## src/rtl/ex_mem_buf_pkg.sv

```systemverilog
// Shared constants for the EX->MEM buffer: default bus widths, bubble field values,
// and the pointer-width helper.
package ex_mem_buf_pkg;

  localparam int unsigned DEF_DATA_W = 32;
  localparam int unsigned DEF_ADDR_W = 5;
  localparam int unsigned DEF_OP_W   = 8;
  localparam int unsigned NOP_WD     = 0;
  localparam int unsigned NOP_OP     = 0;

  // A one-entry buffer still gets a 1-bit pointer so no vector is zero-width.
  function automatic int unsigned ptr_w(input int unsigned depth);
    return (depth > 1) ? $clog2(depth) : 1;
  endfunction

endpackage

```

## src/rtl/ex_mem_fifo_core.sv

```systemverilog
// In-order DEPTH-entry storage with read/write pointers and occupancy count.
// The storage is visible as a whole so the top can run a forwarding search over it.
module ex_mem_fifo_core
  import ex_mem_buf_pkg::*;
#(
  parameter int unsigned DEPTH = 2,
  parameter int unsigned W     = 78
) (
  input  logic                             clk,
  input  logic                             rst,
  input  logic                             flush,
  input  logic                             push,
  input  logic                             pop,
  input  logic [W-1:0]                     wr_data,
  output logic [$clog2(DEPTH+1)-1:0]       count,
  output logic [ptr_w(DEPTH)-1:0]          rd_ptr,
  output logic [DEPTH-1:0][W-1:0]          slots
);

  localparam int unsigned PTR_W = ptr_w(DEPTH);
  localparam int unsigned CNT_W = $clog2(DEPTH + 1);

  logic [PTR_W-1:0]        wr_ptr_q, wr_ptr_d;
  logic [PTR_W-1:0]        rd_ptr_q, rd_ptr_d;
  logic [CNT_W-1:0]        count_q, count_d;
  logic [DEPTH-1:0][W-1:0] slots_q;

  function automatic logic [PTR_W-1:0] next_ptr(input logic [PTR_W-1:0] p);
    return (p == PTR_W'(DEPTH - 1)) ? '0 : p + PTR_W'(1);
  endfunction

  // Pointer and count next-state
  always_comb begin
    wr_ptr_d = wr_ptr_q;
    rd_ptr_d = rd_ptr_q;
    count_d  = count_q;
    if (push) wr_ptr_d = next_ptr(wr_ptr_q);
    if (pop)  rd_ptr_d = next_ptr(rd_ptr_q);
    case ({push, pop})
      2'b10:   count_d = count_q + CNT_W'(1);
      2'b01:   count_d = count_q - CNT_W'(1);
      default: count_d = count_q;
    endcase
  end

  // Reset and flush both return the buffer to empty.
  always_ff @(posedge clk) begin
    if (rst || flush) begin
      wr_ptr_q <= '0;
      rd_ptr_q <= '0;
      count_q  <= '0;
    end else begin
      wr_ptr_q <= wr_ptr_d;
      rd_ptr_q <= rd_ptr_d;
      count_q  <= count_d;
    end
  end

  // Data storage needs no reset: unoccupied slots are never exposed.
  always_ff @(posedge clk) begin
    if (push) slots_q[wr_ptr_q] <= wr_data;
  end

  assign count  = count_q;
  assign rd_ptr = rd_ptr_q;
  assign slots  = slots_q;

endmodule

```

## src/rtl/ex_mem_buf.sv

```systemverilog
// EX->MEM pipeline buffer: valid/ready handshake in front of an in-order FIFO,
// bubble-clean head outputs, and youngest-first register forwarding lookup.
module ex_mem_buf
  import ex_mem_buf_pkg::*;
#(
  parameter int unsigned DEPTH        = 2,
  parameter int unsigned DATA_W       = DEF_DATA_W,
  parameter int unsigned ADDR_W       = DEF_ADDR_W,
  parameter int unsigned OP_W         = DEF_OP_W,
  parameter int unsigned OP_NOP       = NOP_OP,
  parameter bit          READY_BYPASS = 1'b1
) (
  input  logic                        clk,
  input  logic                        rst,
  input  logic                        flush,
  input  logic                        in_valid,
  output logic                        in_ready,
  input  logic [ADDR_W-1:0]           in_wd,
  input  logic                        in_wreg,
  input  logic [DATA_W-1:0]           in_wdata,
  input  logic [DATA_W-1:0]           in_mdata,
  input  logic [OP_W-1:0]             in_op,
  output logic                        out_valid,
  input  logic                        out_ready,
  output logic [ADDR_W-1:0]           out_wd,
  output logic                        out_wreg,
  output logic [DATA_W-1:0]           out_wdata,
  output logic [DATA_W-1:0]           out_mdata,
  output logic [OP_W-1:0]             out_op,
  output logic [$clog2(DEPTH+1)-1:0]  count,
  input  logic [ADDR_W-1:0]           fwd_raddr,
  output logic                        fwd_hit,
  output logic [DATA_W-1:0]           fwd_data
);

  localparam int unsigned PTR_W = ptr_w(DEPTH);
  localparam int unsigned CNT_W = $clog2(DEPTH + 1);

  typedef struct packed {
    logic [ADDR_W-1:0] wd;
    logic              wreg;
    logic [DATA_W-1:0] wdata;
    logic [DATA_W-1:0] mdata;
    logic [OP_W-1:0]   op;
  } entry_t;

  localparam int unsigned ENTRY_W = $bits(entry_t);

  logic                          full, push, pop;
  logic [CNT_W-1:0]              count_w;
  logic [PTR_W-1:0]              rd_ptr;
  logic [DEPTH-1:0][ENTRY_W-1:0] slots;
  entry_t                        wr_entry, head;

  assign full      = (count_w == CNT_W'(DEPTH));
  assign out_valid = (count_w != '0);
  assign in_ready  = READY_BYPASS ? (!full || out_ready) : !full;
  assign push      = in_valid && in_ready && !flush;
  assign pop       = out_valid && out_ready && !flush;
  assign count     = count_w;

  assign wr_entry = '{wd: in_wd, wreg: in_wreg, wdata: in_wdata, mdata: in_mdata, op: in_op};

  ex_mem_fifo_core #(
    .DEPTH (DEPTH),
    .W     (ENTRY_W)
  ) u_core (
    .clk     (clk),
    .rst     (rst),
    .flush   (flush),
    .push    (push),
    .pop     (pop),
    .wr_data (wr_entry),
    .count   (count_w),
    .rd_ptr  (rd_ptr),
    .slots   (slots)
  );

  // Head mux: an empty buffer presents a clean bubble rather than stale fields.
  always_comb begin
    head      = entry_t'(slots[rd_ptr]);
    out_wd    = '0;
    out_wreg  = 1'b0;
    out_wdata = '0;
    out_mdata = '0;
    out_op    = OP_W'(OP_NOP);
    if (out_valid) begin
      out_wd    = head.wd;
      out_wreg  = head.wreg;
      out_wdata = head.wdata;
      out_mdata = head.mdata;
      out_op    = head.op;
    end
  end

  // Walk occupied entries oldest to youngest; a later match overrides an earlier one.
  always_comb begin
    logic [PTR_W:0] idx;
    entry_t         e;
    fwd_hit  = 1'b0;
    fwd_data = '0;
    idx      = '0;
    e        = '0;
    for (int i = 0; i < DEPTH; i++) begin
      idx = {1'b0, rd_ptr} + (PTR_W + 1)'(i);
      if (idx >= (PTR_W + 1)'(DEPTH)) idx = idx - (PTR_W + 1)'(DEPTH);
      e = entry_t'(slots[idx[PTR_W-1:0]]);
      if ((CNT_W'(i) < count_w) && e.wreg && (e.wd == fwd_raddr) && (fwd_raddr != '0)) begin
        fwd_hit  = 1'b1;
        fwd_data = e.wdata;
      end
    end
  end

endmodule
```

## config.mk

```make
export PLATFORM = sky130hd
export DESIGN_NAME = ex_mem_buf
export DESIGN_NICKNAME = d
export VERILOG_FILES = /design/src/rtl/ex_mem_buf_pkg.sv /design/src/rtl/ex_mem_fifo_core.sv /design/src/rtl/ex_mem_buf.sv
export SDC_FILE = /design/constraint.sdc
export NUM_CORES = 1
export LEC_CHECK = 0
export CELL_PAD_IN_SITES_DETAIL_PLACEMENT = 0
export CELL_PAD_IN_SITES_GLOBAL_PLACEMENT = 1
export CORE_MARGIN = 5
export CORE_UTILIZATION = 39
export CTS_CLUSTER_DIAMETER = 150
export CTS_CLUSTER_SIZE = 16
export DETAILED_ROUTE_END_ITERATION = 6
export GPL_TIMING_DRIVEN = 1
export PLACE_DENSITY = 0.8
export SKIP_LAST_GASP = 1
export SLEW_MARGIN = 15
export SYNTH_ARGS = -nofsm -noshare
export SYNTH_HDL_FRONTEND = slang
export SYNTH_SLANG_ARGS = --single-unit
```

## constraint.sdc

```tcl
create_clock -name clk -period 7.15 [get_ports clk]
set_input_delay 1.43 -clock clk [delete_from_list [all_inputs] [get_ports clk]]
set_output_delay 1.43 -clock clk [all_outputs]
set_load 0.03 [all_outputs]
```

**Yosys cells after proc, flatten, opt, wreduce, memory -nomap -nowiden**

Cells that the tools add are included.
W data, S select, Z words.

- Reductions and logical operators: 18
- Magnitude comparators: 9
- Eq/ne operators: 5
- Add/sub/neg operators: 7
- Multiplexer cells: 23

Operator list:

| cell | count |
|---|---|
| $mux W78 | 7 |
| $bwmux W156 | 1 |
| $mux W32 | 4 |
| $demux W78 S1 | 1 |
| $logic_and A1 B1 Y1 | 11 |
| $eq A5 B5 Y1 | 2 |
| $lt A1 B2 Y1 const B | 4 |
| $mux W8 | 1 |
| $mux W1 | 7 |
| $mux W5 | 1 |
| $reduce_bool A5 Y1 | 1 |
| $eq A2 B2 Y1 const B | 2 |
| $lt A1 B2 Y1 const A | 2 |
| $pmux W2 S2 | 1 |
| $reduce_bool A2 Y1 | 2 |
| $add A1 B1 Y1 const B | 2 |
| $add A1 B1 Y2 const B | 1 |
| $add A2 B1 Y2 const B | 1 |
| $eq A2 B1 Y1 const B | 1 |
| $ge A1 B2 Y1 const B | 1 |
| $ge A2 B2 Y1 const B | 1 |
| $logic_not A1 Y1 | 2 |
| $logic_or A1 B1 Y1 | 2 |
| $sub A1 B1 Y1 const B | 2 |
| other kinds (2) | 2 |

- Bits of input ports: 88
- Flip-flop bits (word level): 160
- Output and inout port bits: 115

**Longest topological paths before layout**

Gate-level depths: netlist of the first run.

- Word-level depth: 9
- Mapped depth: 8

**Cells and area by module**

From an unflattened synthesis of the first run, not the netlist that was laid out.

- Cells, all modules: 488
- Area total of the unflattened synthesis: 7284.5 um^2

By module, submodules not included:

| module | instances | cells an instance | sequential area each (um^2) | area each (um^2) |
|---|---|---|---|---|
| ex_mem_fifo_core | 1 | 174 | 4764.6 | 4859.7 |
| ex_mem_buf | 1 | 314 | 0.0 | 2424.8 |

**Least setup slack after synthesis of the first run**

Ideal clock, no wire load.

- Kind: input -> register
- Start point: input port out_ready
- End point: register u_core.slots_q (netlist bit u_core.slots[0]), enable pin
- Data required time: 6635 ps
- Setup time: 515 ps
- Arrival time: 5233 ps
- Stages on the path: 3
- Slack: 1402 ps
- Buffers on the path: 0
- Cell sequence: nand2b_1 > nand3b_1 > nor2_1

- Cells in the longest elaborated chain, start to end: 3

Ends and longest elaborated chain:

| what | line | source |
|---|---|---|
| from (decl) | ex_mem_buf.sv:24 | `input logic out_ready,` |
| $logic_or A1 B1 Y1 | ex_mem_buf.sv:57 | `assign in_ready = READY_BYPASS ? (!full \|\| out_ready) : !full;` |
| $logic_and A1 B1 Y1 (2 in a row) | ex_mem_buf.sv:58 | `assign push = in_valid && in_ready && !flush;` |
| to (signal, indexed assignment) | ex_mem_fifo_core.sv:61 | `if (push) slots_q[wr_ptr_q] <= wr_data;` |
| to (decl) | ex_mem_fifo_core.sv:26 | `logic [DEPTH-1:0][W-1:0] slots_q;` |

No other way between the ends.
A chain may end at the register's enable or synchronous reset.

**Worst setup path after layout of the first run**

- Start point: input port fwd_raddr[2]
- End point: output port fwd_data[23]

- Cells in the longest elaborated chain, start to end: 5
- Elaborated cells on any way between the ends: 9
- Those cells by class: eq/ne: 2; mux: 2; reduce/logical: 5

Ends and longest elaborated chain:

| what | line | source |
|---|---|---|
| from (decl) | ex_mem_buf.sv:31 | `input logic [ADDR_W-1:0] fwd_raddr,` |
| $eq A5 B5 Y1 | ex_mem_buf.sv:108 | `if ((CNT_W'(i) < count_w) && e.wreg && (e.wd == fwd_raddr) && (fwd_raddr != '0)) begin` |
| $logic_and A1 B1 Y1 (2 in a row) | ex_mem_buf.sv:108 |  |
| $mux W32 | ex_mem_buf.sv:108 |  |
| $mux W32 (*) | ex_mem_buf.sv:108 |  |
| to (decl) | ex_mem_buf.sv:33 | `output logic [DATA_W-1:0] fwd_data` |

Mark *: on every way between the ends. The rest lies on a longest branch, timed or not.

==> implementation parameters, run 1 <==
Parameter                              Value

Global route
  Antenna violations before repair ... 0
  Pin count of the biggest net entering global routing ... 66
  Global route total overflow ... 0
  Number of global-route vias before repair ... 5030
  Wire length of the first global-routing pass ... 26.7 mm
  Overall track demand over capacity in global routing ... 0.156

Finish
  Filler cell count in the final layout ... 1546
  Antenna cells ... 0
  Number of nets in the layout ... 779
  Area occupied by registers ... 0.00477 mm²
  Most frequent cells in the layout ... clkdlybuf4s50_1, edfxtp_1, mux2i_1
  Area growth from synthesis to layout ... 38.2%
  Area of the multi-input gates ... 0.00239 mm²
  Most common cell after layout, fill and taps aside ... clkdlybuf4s50_1
  Fraction of layout instances using a drive strength above 1 ... 0.107

CTS
  CTS Hold Buffers Added ... 0
  CTS root buf ... clkbuf_16
  TritonCTS Buffers ... 17
  Clock latency at the later pin of the worst-skew pair ... 0.42 ns
  Clock-pin slew on the worst setup and hold paths ... 0.06 ns
  H-tree levels ... 4
  Post-cts repair resize count ... 0
  CTS tree ... built
  Number of clock sinks ... 160
  Largest buffer count on any clock path ... 2
  Post CTS Setup Buffer Count ... 0

Power and ir drop
  Maximum resistive drop on vdd ... 0.000152 V
  Standby leakage power ... 3.15 nW
  Pwr per Cell Area ... 215 mW/mm²
  Post-route total power ... 2.17 mW

Logic synthesis
  Area contributors post-synth ... edfxtp_1, mux2i_1, mux2_2
  Proportion of netlist area held by the largest area contributor ... 0.641
  Mapped Cells ... 491
  Cell area after synthesis ... 0.00731 mm²
  Syn_area_per_cell ... 14.9 µm²
  Flip-flop and latch count after synthesis ... 160
  Synthesized net count ... 583
  Yosys warns ... 0
  Sequential area share after synthesis ... 0.652
  Largest area contributor in the synthesized netlist ... edfxtp_1
  Distinct cell type count of the synthesized netlist ... 29

Drt
  DRC violations left ... 0
  Drt wl/cell ... 17.9 µm
  Post-detailed-route count of antenna-violating nets ... 0
  Starting DRC count in detailed routing ... 164
  Detailed-routing iteration count for the pre-antenna-repair pass ... 4
  Final wirelength ... 16.7 mm
  Total via count in the routed design ... 4611
  Vias per inst ... 4.94

Worst setup path
  Critical path class ... in -> out
  Setup crit end kind ... primary output
  Reg2Reg Launch Point ... u_core.count[0]
  Worst setup SP type ... input pin
  Worst setup path startpoint ... fwd_raddr[2]
  Required arrival time at the worst endpoint ... 5.72 ns
  Data arrival time of the worst path ... 4.29 ns
  Biggest fanout along the worst timing path ... 33

Place
  Last weighted congestion value of the routability-driven placer ... 0.812
  Detailed-placement wirelength estimate ... 11.6 mm
  Number of buffers added on ports ... 202

Timing
  Pins Over Slew Limit ... 0
  Post-route minimum period ... 5.72 ns
  Worst Skew ... 0.00707 ns
  Final worst-path cycle share ... 0.800
  Max-Slew Margin vs Limit ... 0.325
  Unrepaired setup endpoints after global routing ... false
  Final sum of negative setup slack ... 0 ns
  Max Fclk ... 0.175 GHz
  Final hold vios ... 0
  Count of endpoints failing setup in the final report ... 0
  Least-Margin Pin Slew ... 1.01 ns

Flow run
  Max-cap check violation count ... 0

Floorplanning
  Total die area ... 0.0216 mm²
  DIE HEIGHT ... 147 µm
  Top-Level Pins ... 203
  Horizontal extent of the die ... 147 µm
  Initial core utilization ... 0.393
  Placement Rows ... 50
  Area of the core ... 0.0186 mm²

Hold path
  Worst hold path startpoint ... u_core.count[0]
  Hold crit path type ... reg -> reg

Status
  Status ... finished clean
final timing paths:
check | to | slack [ns] | depth (start not counted)
worst max-delay path | fwd_data[23] | 1.43 | 8
worst min-delay path | u_core.count[0] | 0.63 | 2
worst max register to register | u_core.slots[80] | 4.18 | 6
worst min register to register | u_core.count[0] | 0.63 | 2
synthesized netlist by cell type:
cell       count
nor3b_1        1
mux2i_1      116
nand2_1        1
inv_1          5
and4_1         1
ha_1           4
nor4_1         1
dfxtp_1        4
nand4_1        4
nand3_1       29
nor3_1         3
and2_1        32
buf_2          9
buf_1          4
nor2_1        50
xor2_1         7
nor3_4         1
xnor2_1        7
nand3b_1       1
a2111oi_0      1
edfxtp_1     156
nor3b_2        1
a21o_1         1
nand2b_1       1
a2111oi_2      1
mux2_2        32
buf_6          3
buf_4          2
clkbuf_1      13
flip-flops by register name, summed over array words and instances (netlist names):
| signal | flops |
|---|---|
| u_core.rd_ptr | 1 |
| u_core.wr_ptr_q | 1 |
| u_core.slots | 156 |
| u_core.count | 2 |
per-stage QoR:
step / area, µm² / utilization / hold slack (ns) / std cells / worst slack, ns
final: 10100 / 0.544 / 0.633 / 934 / 1.43
after global routing: 10100 / 0.544 / 0.693 / 934 / 1.21
after CTS: 10100 / 0.544 / 0.640 / 934 / 1.40
after detailed placement: 9540 / 0.513 / 0.623 / 902 / 1.40
after global placement: 9540 / 0.513 / 0.585 / 902 / 1.47
after floorplan: 7310 / - / 0.551 / 491 / 1.40
kinds of logic (layout without fill, tap and decap cells):
group	Yosys count	count (layout)	synth area share
flops	160	160	0.652
mux	148	148	0.208
simple gates	126	126	0.0878
buf+inv	36	245	0.0241
xor+xnor	14	14	0.0168
fa+ha+maj	4	4	0.00685
compound gates	3	3	0.00428
layer usage:
metal	vias up	track usage	share of wire
li1	2222	-	-
met1	2218	0.199	0.44
met2	158	0.259	0.48
met3	13	0.0506	0.073
met4	0	0.0377	0.0075
met5	-	0	0
where the power goes:
group | switching (mW) | internal, mW | leakage (nW)
Sequential | 0.0108 | 1.06 | 1.47
Clock | 0.377 | 0.486 | 0.269
Combinational | 0.129 | 0.110 | 1.42
Total | 0.517 | 1.66 | 3.15
area by class of cell:
class / count / area share
Inverter: 5 / 0.00186
Sequential cell: 160 / 0.472
Timing Repair Buffer: 208 / 0.205
Tap cell: 234 / 0.0290
Multi-Input combinational cell: 295 / 0.237
Clock buffer: 18 / 0.0425
Clock inverter: 14 / 0.0131
worst max-delay path: stages:
cell and delay (ns):
clkdlybuf4s50_1 0.55, nor4_1 0.11, a2111oi_2 0.37, nand4_1 0.19, nor3_4 0.13, buf_4 0.48
mux2i_1 0.29, clkdlybuf4s50_1 0.71
Note: power is estimated with default switching activity, not from simulation.
==> run 2: changes to the inputs <==
--- a/config.mk
+++ b/config.mk
@@ -8,12 +8,12 @@
 export CELL_PAD_IN_SITES_DETAIL_PLACEMENT = 0
 export CELL_PAD_IN_SITES_GLOBAL_PLACEMENT = 1
 export CORE_MARGIN = 5
-export CORE_UTILIZATION = 39
+export CORE_UTILIZATION = 35
 export CTS_CLUSTER_DIAMETER = 150
 export CTS_CLUSTER_SIZE = 16
 export DETAILED_ROUTE_END_ITERATION = 6
 export GPL_TIMING_DRIVEN = 1
-export PLACE_DENSITY = 0.8
+export PLACE_DENSITY = 0.76
 export SKIP_LAST_GASP = 1
 export SLEW_MARGIN = 15
 export SYNTH_ARGS = -nofsm -noshare
==> constraint.sdc (replaced) <==
create_clock -name clk -period 4.8 [get_ports clk]
set_input_delay 0.96 -clock clk [delete_from_list [all_inputs] [get_ports clk]]
set_output_delay 0.96 -clock clk [all_outputs]
set_load 0.03 [all_outputs]
==> implementation parameters, run 2 (same netlist as run 1, synthesis figures left out) <==
Parameter                              Value

Status
  Status ... finished clean

Drt
  Starting DRC count in detailed routing ... 173
  Total via count in the routed design ... 4631
  Final wirelength ... 17.8 mm
  Detailed-routing iteration count for the pre-antenna-repair pass ... 6
  Post-detailed-route count of antenna-violating nets ... 0
  Drt wl/cell ... 18.3 µm
  DRC violations left ... 0
  Vias per inst ... 4.76

Timing
  Post-route minimum period ... 4.56 ns
  Count of endpoints failing setup in the final report ... 0
  Max Fclk ... 0.219 GHz
  Least-Margin Pin Slew ... 1.04 ns
  Max-Slew Margin vs Limit ... 0.309
  Worst Skew ... 0.0130 ns
  Final worst-path cycle share ... 0.950
  Min setup slack post-route ... 0.242 ns
  Pins Over Slew Limit ... 0
  Final sum of negative setup slack ... 0 ns
  Unrepaired setup endpoints after global routing ... false
  Final hold vios ... 0

Place
  Last weighted congestion value of the routability-driven placer ... 0.811
  Count of placed standard cells including taps ... 943
  Post-place setup slack ... 0.255 ns
  DP Area ... 0.00961 mm²
  Detailed-placement wirelength estimate ... 12.7 mm
  Number of buffers added on ports ... 202

Worst setup path
  Setup crit end kind ... primary output
  Cells traversed along the worst timing path ... clkdlybuf4s50_1, nor4_1, a2111oi_2, nand4_1, nor3_4, buf_12, mux2i_1, clkdlybuf4s50_1
  Required arrival time at the worst endpoint ... 3.84 ns
  Crit path largest cell delay ... 0.70 ns
  Most common cell on crit path ... clkdlybuf4s50_1
  Critical path class ... in -> out
  Slowest stage cell on the critical path ... clkdlybuf4s50_1
  Biggest fanout along the worst timing path ... 33
  Worst setup SP type ... input pin
  Data arrival time of the worst path ... 3.60 ns

Global route
  Number of global-route vias before repair ... 5101
  Pin count of the biggest net entering global routing ... 70
  Antenna violations before repair ... 0
  Wire length of the first global-routing pass ... 27.7 mm
  Overall track demand over capacity in global routing ... 0.150
  Global route total overflow ... 0

Power and ir drop
  Power dissipated by switching net loads ... 756 µW
  Maximum resistive drop on vdd ... 0.000230 V
  Standby leakage power ... 3.22 nW
  Switching part of the total ... 0.235
  Flop pwr share ... 0.496
  Pwr per Cell Area ... 316 mW/mm²
  Pint ... 2.46 mW
  Share of power burned in combinational logic ... 0.115
  Proportion of power drawn by the clock network ... 0.390

Finish
  Post-Layout Inst Area ... 0.0102 mm²
  Antenna cells ... 0
  Most common cell after layout, fill and taps aside ... clkdlybuf4s50_1
  Area growth from synthesis to layout ... 38.9%
  Post-layout util ... 0.497
  Fraction of layout instances using a drive strength above 1 ... 0.137
  Number of nets in the layout ... 784
  Filler cell count in the final layout ... 1765
  Number of non-filler instances in the completed layout ... 973
  Flip-flop count of the largest register after layout ... 156
  Most frequent cells in the layout ... clkdlybuf4s50_1, edfxtp_1, mux2i_1

Floorplanning
  Area of the core ... 0.0204 mm²
  Placement Rows ... 52
  Initial core utilization ... 0.358
  DIE HEIGHT ... 155 µm
  Top-Level Pins ... 203
  Horizontal extent of the die ... 155 µm
  Total die area ... 0.0239 mm²

CTS
  TritonCTS Buffers ... 17
  CTS tree ... built
  CTS Hold Buffers Added ... 0
  Post-cts repair resize count ... 0
  Post CTS Setup Buffer Count ... 0
  CTS root buf ... clkbuf_16
  Largest buffer count on any clock path ... 2
  Clock-pin slew on the worst setup and hold paths ... 0.06 ns
  H-tree levels ... 4
  Number of clock sinks ... 160
  Clock latency at the later pin of the worst-skew pair ... 0.42 ns

Hold path
  Hold crit path type ... reg -> reg

Flow run
  Max-cap check violation count ... 0
## run 2: changes by cell type in the layout (fill, tap and decap cells not counted)
| cell | change |
|---|---|
| buf_4 | +20 |
| buf_12 | +3 |
| clkdlybuf4s50_1 | -18 |
| inv_6 | -2 |
| clkinvlp_4 | -2 |
| inv_8 | -2 |
| clkinv_4 | +4 |
## run 2: worst paths after layout
| path | from | endpoint | slack (ns) | depth (start not counted) |
|---|---|---|---|---|
| worst max-delay path | fwd_raddr[3] | fwd_data[25] | 0.24 | 8 |
| worst min-delay path | u_core.count[0] | u_core.count[0] | 0.66 | 2 |
| worst max register to register | u_core.count[0] | u_core.slots[63] | 2.41 | 6 |
| worst min register to register | u_core.count[0] | u_core.count[0] | 0.66 | 2 |
## run 2: per-layer routing
layer,up-vias,track usage,part of all wire
met5,-,0,0
met4,0,0.0374,0.011
met3,15,0.0495,0.072
met2,155,0.251,0.48
met1,2232,0.188,0.44
li1,2229,-,-
## run 2: metrics by stage
step	power [mW]	hold slack (ns)
after floorplan	1.80	0.551
after global placement	1.99	0.594
after detailed placement	1.99	0.619
after CTS	3.25	0.642
after global routing	3.34	0.692
final	3.21	0.658
## run 2: cell type report
type	count	area (µm²)	area share
multi-input combinational	295	2390	0.235
timing repair buffer	213	2100	0.207
clock buffer	18	429	0.0423
tap	270	338	0.0333
sequential	160	4770	0.470
inverter	5	18.8	0.00185
clock inverter	12	113	0.0111
## run 2: power groups by stage
stage	sequential, mW	clock (mW)	combinational [mW]
final	1.59	1.25	0.369
after global routing	1.60	1.35	0.394
after CTS	1.59	1.28	0.374
after detailed placement	1.62	0	0.372
after global placement	1.62	0	0.366
after floorplan	1.62	0	0.174
## run 2: critical path: cells and delay by family
family	cells	cell delay [ns]
buffers and inverters	3	1.52
AOI/OAI and AO/OA	1	0.37
and+or+nand+nor	3	0.47
muxes	1	0.25
==> run 3: changes to the inputs <==
--- a/config.mk
+++ b/config.mk
@@ -14,6 +14,7 @@
 export DETAILED_ROUTE_END_ITERATION = 6
 export GPL_TIMING_DRIVEN = 1
 export PLACE_DENSITY = 0.76
+export SKIP_CTS_REPAIR_TIMING = 1
 export SKIP_LAST_GASP = 1
 export SLEW_MARGIN = 15
 export SYNTH_ARGS = -nofsm -noshare
==> results of run 3 <==
No change in the layout: final DEF, timing and power equal those of run 2.
